File: src/rtl/mips_ctrl_pkg.sv
// Shared encodings for the multicycle MIPS control sequencer.
package mips_ctrl_pkg;

    typedef enum logic [3:0] {
        FETCH     = 4'd0,
        DECODE    = 4'd1,
        EXEC_R    = 4'd2,
        R_WB      = 4'd3,
        EXEC_I    = 4'd4,
        I_WB      = 4'd5,
        MEM_ADDR  = 4'd6,
        MEM_READ  = 4'd7,
        MEM_WB    = 4'd8,
        MEM_WRITE = 4'd9,
        BRANCH    = 4'd10,
        JUMP      = 4'd11,
        JAL       = 4'd12,
        JR        = 4'd13,
        ERR       = 4'd14
    } stateT;

    // Opcodes (IR[31:26]) and the jr function code (IR[5:0])
    localparam logic [5:0] OP_RTYPE = 6'h00;
    localparam logic [5:0] OP_J     = 6'h02;
    localparam logic [5:0] OP_JAL   = 6'h03;
    localparam logic [5:0] OP_BEQ   = 6'h04;
    localparam logic [5:0] OP_BNE   = 6'h05;
    localparam logic [5:0] OP_ADDI  = 6'h08;
    localparam logic [5:0] OP_ANDI  = 6'h0C;
    localparam logic [5:0] OP_ORI   = 6'h0D;
    localparam logic [5:0] OP_LUI   = 6'h0F;
    localparam logic [5:0] OP_LW    = 6'h23;
    localparam logic [5:0] OP_SW    = 6'h2B;
    localparam logic [5:0] FUNCT_JR = 6'h08;

    // ALU operation codes
    localparam logic [2:0] ALU_ADD   = 3'b000;
    localparam logic [2:0] ALU_SUB   = 3'b001;
    localparam logic [2:0] ALU_OR    = 3'b010;
    localparam logic [2:0] ALU_AND   = 3'b011;
    localparam logic [2:0] ALU_LUI   = 3'b100;
    localparam logic [2:0] ALU_RTYPE = 3'b111;

    // Datapath mux selects
    localparam logic [1:0] REG_DST_RT = 2'b00;
    localparam logic [1:0] REG_DST_RD = 2'b01;
    localparam logic [1:0] REG_DST_RA = 2'b10;

    localparam logic [1:0] M2R_ALUOUT = 2'b00;
    localparam logic [1:0] M2R_MDR    = 2'b01;
    localparam logic [1:0] M2R_PC     = 2'b10;

    localparam logic [1:0] SRCB_B       = 2'b00;
    localparam logic [1:0] SRCB_FOUR    = 2'b01;
    localparam logic [1:0] SRCB_IMM     = 2'b10;
    localparam logic [1:0] SRCB_IMM_SH2 = 2'b11;

    localparam logic [1:0] PCSRC_ALU    = 2'b00;
    localparam logic [1:0] PCSRC_ALUOUT = 2'b01;
    localparam logic [1:0] PCSRC_JUMP   = 2'b10;
    localparam logic [1:0] PCSRC_REG    = 2'b11;

    // State that follows DECODE for a given instruction
    function automatic stateT decodeOp(input logic [5:0] op, input logic [5:0] funct);
        stateT s;
        case (op)
            OP_RTYPE:                       s = (funct == FUNCT_JR) ? JR : EXEC_R;
            OP_ADDI, OP_ORI, OP_ANDI, OP_LUI: s = EXEC_I;
            OP_LW, OP_SW:                   s = MEM_ADDR;
            OP_BEQ, OP_BNE:                 s = BRANCH;
            OP_J:                           s = JUMP;
            OP_JAL:                         s = JAL;
            default:                        s = ERR;
        endcase
        return s;
    endfunction

endpackage

File: src/rtl/multicycle_control_fsm.sv
// Moore control sequencer for a multicycle MIPS datapath with a shared,
// handshaked memory, a sticky illegal-opcode flag and a retire counter.
module multicycle_control_fsm
    import mips_ctrl_pkg::*;
#(
    parameter int unsigned CNT_WIDTH = 32
) (
    input  logic                 clk,
    input  logic                 reset,
    input  logic [5:0]           op,
    input  logic [5:0]           funct,
    input  logic                 mem_ready,
    output logic                 pc_write,
    output logic                 branch_eq,
    output logic                 branch_ne,
    output logic                 i_or_d,
    output logic                 mem_read,
    output logic                 mem_write,
    output logic                 ir_write,
    output logic                 reg_write,
    output logic [1:0]           reg_dst,
    output logic [1:0]           mem_to_reg,
    output logic                 alu_src_a,
    output logic [1:0]           alu_src_b,
    output logic [2:0]           alu_op,
    output logic [1:0]           pc_source,
    output logic                 illegal_op,
    output logic [3:0]           state_out,
    output logic [CNT_WIDTH-1:0] instr_retired
);

    stateT                state;
    stateT                nextState;
    logic                 illegalFlag;
    logic [CNT_WIDTH-1:0] retiredCnt;

    assign state_out     = state;
    assign illegal_op    = illegalFlag;
    assign instr_retired = retiredCnt;

    // State register
    always_ff @(posedge clk or negedge reset) begin
        if (!reset) state <= FETCH;
        else        state <= nextState;
    end

    // Next-state selection, stalling on the memory handshake
    always_comb begin
        nextState = state;
        case (state)
            FETCH:     nextState = mem_ready ? DECODE : FETCH;
            DECODE:    nextState = decodeOp(op, funct);
            EXEC_R:    nextState = R_WB;
            EXEC_I:    nextState = I_WB;
            MEM_ADDR:  nextState = (op == OP_LW) ? MEM_READ : MEM_WRITE;
            MEM_READ:  nextState = mem_ready ? MEM_WB : MEM_READ;
            MEM_WRITE: nextState = mem_ready ? FETCH : MEM_WRITE;
            R_WB, I_WB, MEM_WB, BRANCH, JUMP, JAL, JR: nextState = FETCH;
            ERR:       nextState = ERR;
            default:   nextState = FETCH;
        endcase
    end

    // Sticky illegal flag and retire counter; ERR never returns to FETCH so it cannot retire
    always_ff @(posedge clk or negedge reset) begin
        if (!reset) begin
            illegalFlag <= 1'b0;
            retiredCnt  <= '0;
        end else begin
            if (nextState == ERR) illegalFlag <= 1'b1;
            if (state != FETCH && nextState == FETCH) retiredCnt <= retiredCnt + CNT_WIDTH'(1);
        end
    end

    // Output decode from state; everything is forced low while reset is held
    always_comb begin
        pc_write   = 1'b0;
        branch_eq  = 1'b0;
        branch_ne  = 1'b0;
        i_or_d     = 1'b0;
        mem_read   = 1'b0;
        mem_write  = 1'b0;
        ir_write   = 1'b0;
        reg_write  = 1'b0;
        reg_dst    = REG_DST_RT;
        mem_to_reg = M2R_ALUOUT;
        alu_src_a  = 1'b0;
        alu_src_b  = SRCB_B;
        alu_op     = ALU_ADD;
        pc_source  = PCSRC_ALU;
        if (reset) begin
            case (state)
                FETCH: begin
                    mem_read  = 1'b1;
                    alu_src_b = SRCB_FOUR;
                    ir_write  = mem_ready;
                    pc_write  = mem_ready;
                end
                DECODE: alu_src_b = SRCB_IMM_SH2;
                EXEC_R: begin
                    alu_src_a = 1'b1;
                    alu_op    = ALU_RTYPE;
                end
                R_WB: begin
                    reg_write = 1'b1;
                    reg_dst   = REG_DST_RD;
                end
                EXEC_I: begin
                    alu_src_a = 1'b1;
                    alu_src_b = SRCB_IMM;
                    case (op)
                        OP_ORI:  alu_op = ALU_OR;
                        OP_ANDI: alu_op = ALU_AND;
                        OP_LUI:  alu_op = ALU_LUI;
                        default: alu_op = ALU_ADD;
                    endcase
                end
                I_WB: reg_write = 1'b1;
                MEM_ADDR: begin
                    alu_src_a = 1'b1;
                    alu_src_b = SRCB_IMM;
                end
                MEM_READ: begin
                    mem_read = 1'b1;
                    i_or_d   = 1'b1;
                end
                MEM_WB: begin
                    reg_write  = 1'b1;
                    mem_to_reg = M2R_MDR;
                end
                MEM_WRITE: begin
                    mem_write = 1'b1;
                    i_or_d    = 1'b1;
                end
                BRANCH: begin
                    alu_src_a = 1'b1;
                    alu_op    = ALU_SUB;
                    pc_source = PCSRC_ALUOUT;
                    branch_eq = (op == OP_BEQ);
                    branch_ne = (op == OP_BNE);
                end
                JUMP: begin
                    pc_write  = 1'b1;
                    pc_source = PCSRC_JUMP;
                end
                JAL: begin
                    pc_write   = 1'b1;
                    pc_source  = PCSRC_JUMP;
                    reg_write  = 1'b1;
                    reg_dst    = REG_DST_RA;
                    mem_to_reg = M2R_PC;
                end
                JR: begin
                    pc_write  = 1'b1;
                    pc_source = PCSRC_REG;
                end
                default: ;
            endcase
        end
    end

endmodule

File: config.mk
export PLATFORM = sky130hd
export DESIGN_NAME = multicycle_control_fsm
export DESIGN_NICKNAME = d
export VERILOG_FILES = /design/src/rtl/mips_ctrl_pkg.sv /design/src/rtl/multicycle_control_fsm.sv
export SDC_FILE = /design/constraint.sdc
export NUM_CORES = 1
export LEC_CHECK = 0
export ABC_CLOCK_PERIOD_IN_PS = 2350
export CAP_MARGIN = 10
export CORE_UTILIZATION = 35
export DETAILED_ROUTE_END_ITERATION = 16
export HOLD_SLACK_MARGIN = 0.03
export SLEW_MARGIN = 20
export SYNTH_ARGS = -nofsm -noshare
export SYNTH_HDL_FRONTEND = slang
export SYNTH_SLANG_ARGS = --single-unit
File: constraint.sdc
create_clock -name clk -period 2.35 [get_ports clk]
set_input_delay 0.47 -clock clk [delete_from_list [all_inputs] [get_ports clk]]
set_output_delay 0.47 -clock clk [all_outputs]
set_load 0.01 [all_outputs]
==> metrics.txt, run 1 <==
CTS tree built; CP Max Fanout 6; final hold violations 0; Worst Tran Pin Value 0.479 ns; layout cells sized above 1 33.0%; Setup WS pre-CTS -0.595 ns; initial antenna violation count 0; final slew viol count 0; Seq pwr share 22.2%; Overflow after GRT 0; CP Class reg2reg; setup ws final -0.0395 ns; synthesized area 0.00256 mm^2; commonest non-fill, non-tap cell in the layout buf_4; critical path arrival 2.57 ns; hold crit path type in2async; asr flop ratio synth 100%; Final setup violation count 1; DR pass1 iterations 4; Die Height 87.5 um; Synthesized Nets 311; Syn Inst Count 295; latest clock arrival within the worst-skew pair 0.29 ns; slowest CP cell dfrtp_2; die width 87.5 um; worst-path cell chain buf_6 -> nor2b_4 -> and2_4 -> a21bo_2 -> nand4_1 -> or3_4 -> or3_4 -> mux2_4; CP Launch Type flip-flop; sequential element share of the synthesized area 36.2%; number of nets in the layout 433; Fmax 0.419 GHz; clock slew seen by the registers of the worst setup and hold paths 0.08 ns; Yosys cell types 52; crit share post-route 102%; Crit path top cell by count or3_4; Critical Path RT 2.53 ns; commonest cells after routing, fill and taps aside buf_4, clkdlybuf4s50_1, dfrtp_1; Comb power frac 66.2%; DR iter-0 viols 196; maximum clock path buffer count 2; WL per Instance 14.7 um; Final HPWL DP 5.23 mm; DR vias/cell 5.26; DRC Markers 0; Final min period 2.39 ns; Port Buffer Count 71; Syn Area/Cell 8.68 um^2; switching share of power 45.8%; fin area 0.00407 mm^2; #FFs+latches synth 37; ys flop type dfrtp_1; diode count 0; Worst VDD drop 0.615 mV; io pins 72; crit end category flip-flop; vias in the first global route 2526; Final GP Congestion 0.794; RSZ-0062 raised after global routing yes; largest net degree at the start of global routing 37; EDFF count, synth 0; drt total wl 7.53 mm; final setup skew 0.00548 ns; NetSw 1780 uW; CTS H-tree lvls 2; Ys Warns 0; Via Count 2705; layout filler cell count 638; global-route wire length before repair 12.0 mm; status complete, but fails checks; Core Util, Final 58.6%; Post-DRT Antenna Nets 0; WHS 0.353 ns; die area 0.00766 mm^2; Starting Density 36.9%; Placed Area 0.00367 mm^2; failing checks negative setup slack; Max-Slew Margin vs Limit 68.1%; number of max-cap violations 0; P_int 2110 uW; num rows 30; clock network power share 11.5%; Core Box Area 0.00694 mm^2; Clock Sink Count 37; Leak 0.00192 uW; flop2flop setup slack -0.04 ns; GRT Total Usage 19.8%; Pwr Density 956 mW/mm^2; Area Overhead vs Synth 58.8%; Root Driver clkbuf_8; Num CTS Buffers 5; CP peak stage delay 0.47 ns
state kept, by name, indices dropped and copies added, names as in the netlist:
signal,flops
state_out,4
instr_retired,32
illegal_op,1
worst paths after layout:
path,from,end,cells past startpoint
worst min register to register,instr_retired[31]$_DFFE_PN0P_,instr_retired[31]$_DFFE_PN0P_,1
worst max register to register,state_out[2]$_DFF_PN0_,instr_retired[1]$_DFFE_PN0P_,8
max in group asynchronous,reset,state_out[1]$_DFF_PN0_,2
worst max-delay path,state_out[2]$_DFF_PN0_,instr_retired[1]$_DFFE_PN0P_,8
worst min-delay path,reset,instr_retired[16]$_DFFE_PN0P_,2
min in group clk,instr_retired[31]$_DFFE_PN0P_,instr_retired[31]$_DFFE_PN0P_,1
worst max-delay path, delay by kind of cell, from the launching register on:
| family | cells | cell delay, ns |
|---|---|---|
| buffers and inverters | 1 | 0.14 |
| AND/OR/NAND/NOR | 5 | 1.20 |
| multiplexers | 1 | 0.30 |
| flip-flops | 1 | 0.47 |
| AO/OA/AOI/OAI | 1 | 0.18 |
what timing repair did:
action,4_1_cts,5_1_grt
buffers inserted,8,5
endpoints found under the setup margin,51,41
resized for setup,56,45
hold buffers,1,0
pin swaps,9,9
endpoints found under the hold margin,1,0
cells by family after synthesis:
group | count (synthesis) | synth area share (%)
AOI/OAI and AO/OA | 31 | 8.40
buffers and inverters | 29 | 5.96
DFF | 37 | 36.2
adders and majority gates | 1 | 0.488
and+or+nand+nor | 163 | 37.1
muxes | 1 | 0.586
xor gates and xnor gates | 33 | 11.3
metrics by stage:
step	total power, uW	instances	TNS [ns]
floorplan	2050	295	-0.0410
global placement	2970	492	-16.62
detailed placement	2980	492	-17.64
CTS	3610	509	-0.0629
global route	4110	514	-1.02
finish	3890	514	-0.0395
Yosys cell counts, types with 2 or more instances:
master     n  share of area, %
a211oi_1   2              0.59
a21oi_1    9               1.8
a31oi_1    2              0.49
and2_1     5               1.2
and3_1     7               1.7
and4_1     3               1.0
buf_2     11               2.1
buf_4      2              0.59
buf_6      3               1.3
clkbuf_1   6              0.88
dfrtp_1   37                36
inv_1      6              0.88
nand2_1   26               3.8
nand2b_1   6               1.5
nand3_1   20               3.9
nand4_1   12               2.9
nor2_1    22               3.2
nor2b_1    4              0.98
nor3_1    29               5.7
nor4_1     6               1.5
nor4_2     7               3.4
o21ai_0    4              0.78
o22ai_1    2              0.49
or2_2      4              0.98
or3_1      2              0.49
xnor2_1    2              0.68
xor2_1    31                11
per-layer routing:
layer  track usage [%]  wire, um  part of all wire [%]
met5                 0         0                     0
met4              5.37        78                   1.0
met3              2.54       208                   2.8
met2              33.5      3790                    50
met1              26.6      3450                    46
power by group through the flow:
| stage | combinational, uW | clock [uW] | sequential, uW |
|---|---|---|---|
| after CTS | 2290 | 458 | 860 |
| final | 2580 | 447 | 865 |
| after floorplan | 1190 | 0 | 860 |
| after detailed placement | 2120 | 0 | 863 |
| after global placement | 2110 | 0 | 862 |
| after global routing | 2750 | 477 | 880 |
cell type report:
class                           instances  area (um^2)  share of cell area, %
Multi-Input combinational cell        229         1720                   42.3
Timing Repair Buffer                  138         1190                   29.2
Sequential cell                        37          930                   22.9
Tap cell                               96          120                   2.95
Clock buffer                            5         68.8                   1.69
Inverter                                6         22.5                  0.554
Clock inverter                          3         17.5                  0.431
Power figures use the tool's default switching activity.
==> inputs of run 2 (changes only) <==
--- a/config.mk
+++ b/config.mk
@@ -7,9 +7,13 @@
 export LEC_CHECK = 0
 export ABC_CLOCK_PERIOD_IN_PS = 2350
 export CAP_MARGIN = 10
-export CORE_UTILIZATION = 35
+export CELL_PAD_IN_SITES_DETAIL_PLACEMENT = 0
+export CELL_PAD_IN_SITES_GLOBAL_PLACEMENT = 2
+export CORE_MARGIN = 5
+export CORE_UTILIZATION = 25
 export DETAILED_ROUTE_END_ITERATION = 16
 export HOLD_SLACK_MARGIN = 0.03
+export PLACE_DENSITY_LB_ADDON = 0.1
 export SLEW_MARGIN = 20
 export SYNTH_ARGS = -nofsm -noshare
 export SYNTH_HDL_FRONTEND = slang
==> metrics.txt, run 2 (synthesis results as in run 1) <==
final setup skew 0.0111 ns; CP peak stage delay 0.44 ns; Final GP Congestion 0.794; met1 Use GR 20.7%; Clock Sink Count 37; CP Launch Type flip-flop; CTS H-tree lvls 2; commonest cells after routing, fill and taps aside buf_4, clkdlybuf4s50_1, dfrtp_1; final slew viol count 0; initial antenna violation count 0; routing usage on met2 21.6%; CP Max Fanout 10; number of max-cap violations 0; drt total wl 9.12 mm; Fmax 0.421 GHz; worst-path cell chain buf_6 -> nor2b_4 -> and2_4 -> a21bo_2 -> nand4_1 -> or3_4 -> bufbuf_16 -> nor4_4 -> xor2_1; CP Class reg2reg; CTS tree built; DRC Markers 0; critical path arrival 2.60 ns; die width 111 um; RSZ-0062 raised after global routing yes; Leak 0.00211 uW; Via Count 2716; maximum clock path buffer count 2; num rows 37; layout cells sized above 1 40.6%; Final setup violation count 4; largest net degree at the start of global routing 29; clock slew seen by the registers of the worst setup and hold paths 0.08 ns; Num CTS Buffers 5; crit share post-route 101%; Overflow after GRT 0; GR peak layer met2; number of nets in the layout 446; crit end category flip-flop; Port Buffer Count 71; Area Overhead vs Synth 76.8%; io pins 72; Starting Density 25.3%; Setup WS pre-CTS -0.675 ns; met3 usage 3.11%; Final HPWL DP 6.08 mm; commonest non-fill, non-tap cell in the layout buf_4; global-route wire length before repair 14.5 mm; WHS 0.212 ns; Worst VDD drop 0.601 mV; Critical Path RT 2.57 ns; Max-Slew Margin vs Limit 62.2%; diode count 0; DR iter-0 viols 108; failing checks negative setup slack; Tot Pwr 4860 uW; vias in the first global route 2740; hold crit path type in2async; Core Box Area 0.0101 mm^2; WL per Instance 16.1 um; setup ws final -0.0239 ns; latest clock arrival within the worst-skew pair 0.29 ns; final hold violations 0; Root Driver clkbuf_8; slowest CP cell dfrtp_2; Worst Tran Pin Value 0.566 ns; DR pass1 iterations 4; GRT Total Usage 14.2%; status complete, but fails checks; max reg flops 32; Post-DRT Antenna Nets 0; die area 0.0124 mm^2; Pwr Density 1070 mW/mm^2; Final min period 2.37 ns; Die Height 111 um; Top delay family on crit path simple AND/OR/NAND/NOR gates; crit path buf inv count 2; DR vias/cell 4.79
## run 2: metrics by stage
stage | cell area, um^2 | instances | util [%] | TNS, ns
floorplan | 2570 | 295 | - | -0.0410
global route | 4530 | 567 | 44.7 | -0.704
detailed placement | 3720 | 532 | 36.7 | -20.90
CTS | 4220 | 557 | 41.6 | -0.0954
finish | 4530 | 567 | 44.7 | -0.0651
global placement | 3720 | 532 | 36.7 | -19.68
## run 2: layout make-up
cell class / count / area, um^2
Multi-Input combinational cell: 229 / 1890
Tap cell: 136 / 170
Inverter: 6 / 22.5
Clock inverter: 1 / 5.00
Sequential cell: 37 / 931
Timing Repair Buffer: 151 / 1420
Fill cell: 995 / 5610
Clock buffer: 7 / 96.3
## run 2: repair_timing
action,in CTS,in global routing
endpoints found under the hold margin,0,0
cloned,4,0
pin swaps,16,25
endpoints found under the setup margin,52,40
hold buffers,0,0
setup buffers,13,11
resized for setup,86,57
## run 2: path summary, 6_finish.rpt
| path | from | to | slack [ns] | depth (start not counted) |
|---|---|---|---|---|
| setup / recovery | state_out[2]$_DFF_PN0_ | instr_retired[15]$_DFFE_PN0P_ | -0.02 | 9 |
| hold reg to reg | instr_retired[31]$_DFFE_PN0P_ | instr_retired[31]$_DFFE_PN0P_ | 0.47 | 1 |
| setup reg to reg | state_out[2]$_DFF_PN0_ | instr_retired[15]$_DFFE_PN0P_ | -0.02 | 9 |
| hold / removal | reset | state_out[0]$_DFF_PN0_ | 0.21 | 2 |
| max in group asynchronous | reset | instr_retired[14]$_DFFE_PN0P_ | 1.51 | 3 |
| min in group clk | instr_retired[31]$_DFFE_PN0P_ | instr_retired[31]$_DFFE_PN0P_ | 0.47 | 1 |
## run 2: metal layers
metal | vias up | part of all wire [%] | wire, um
li1 | 1323 | - | -
met1 | 1328 | 50 | 4550
met2 | 60 | 45 | 4070
met3 | 5 | 5.0 | 454
met4 | 0 | 0.56 | 51
met5 | - | 0 | 0
## run 2: where the power goes
group          internal, uW  switching, uW
registers               729            119
clock network           266            240
logic                  1820           1690
total                  2810           2050
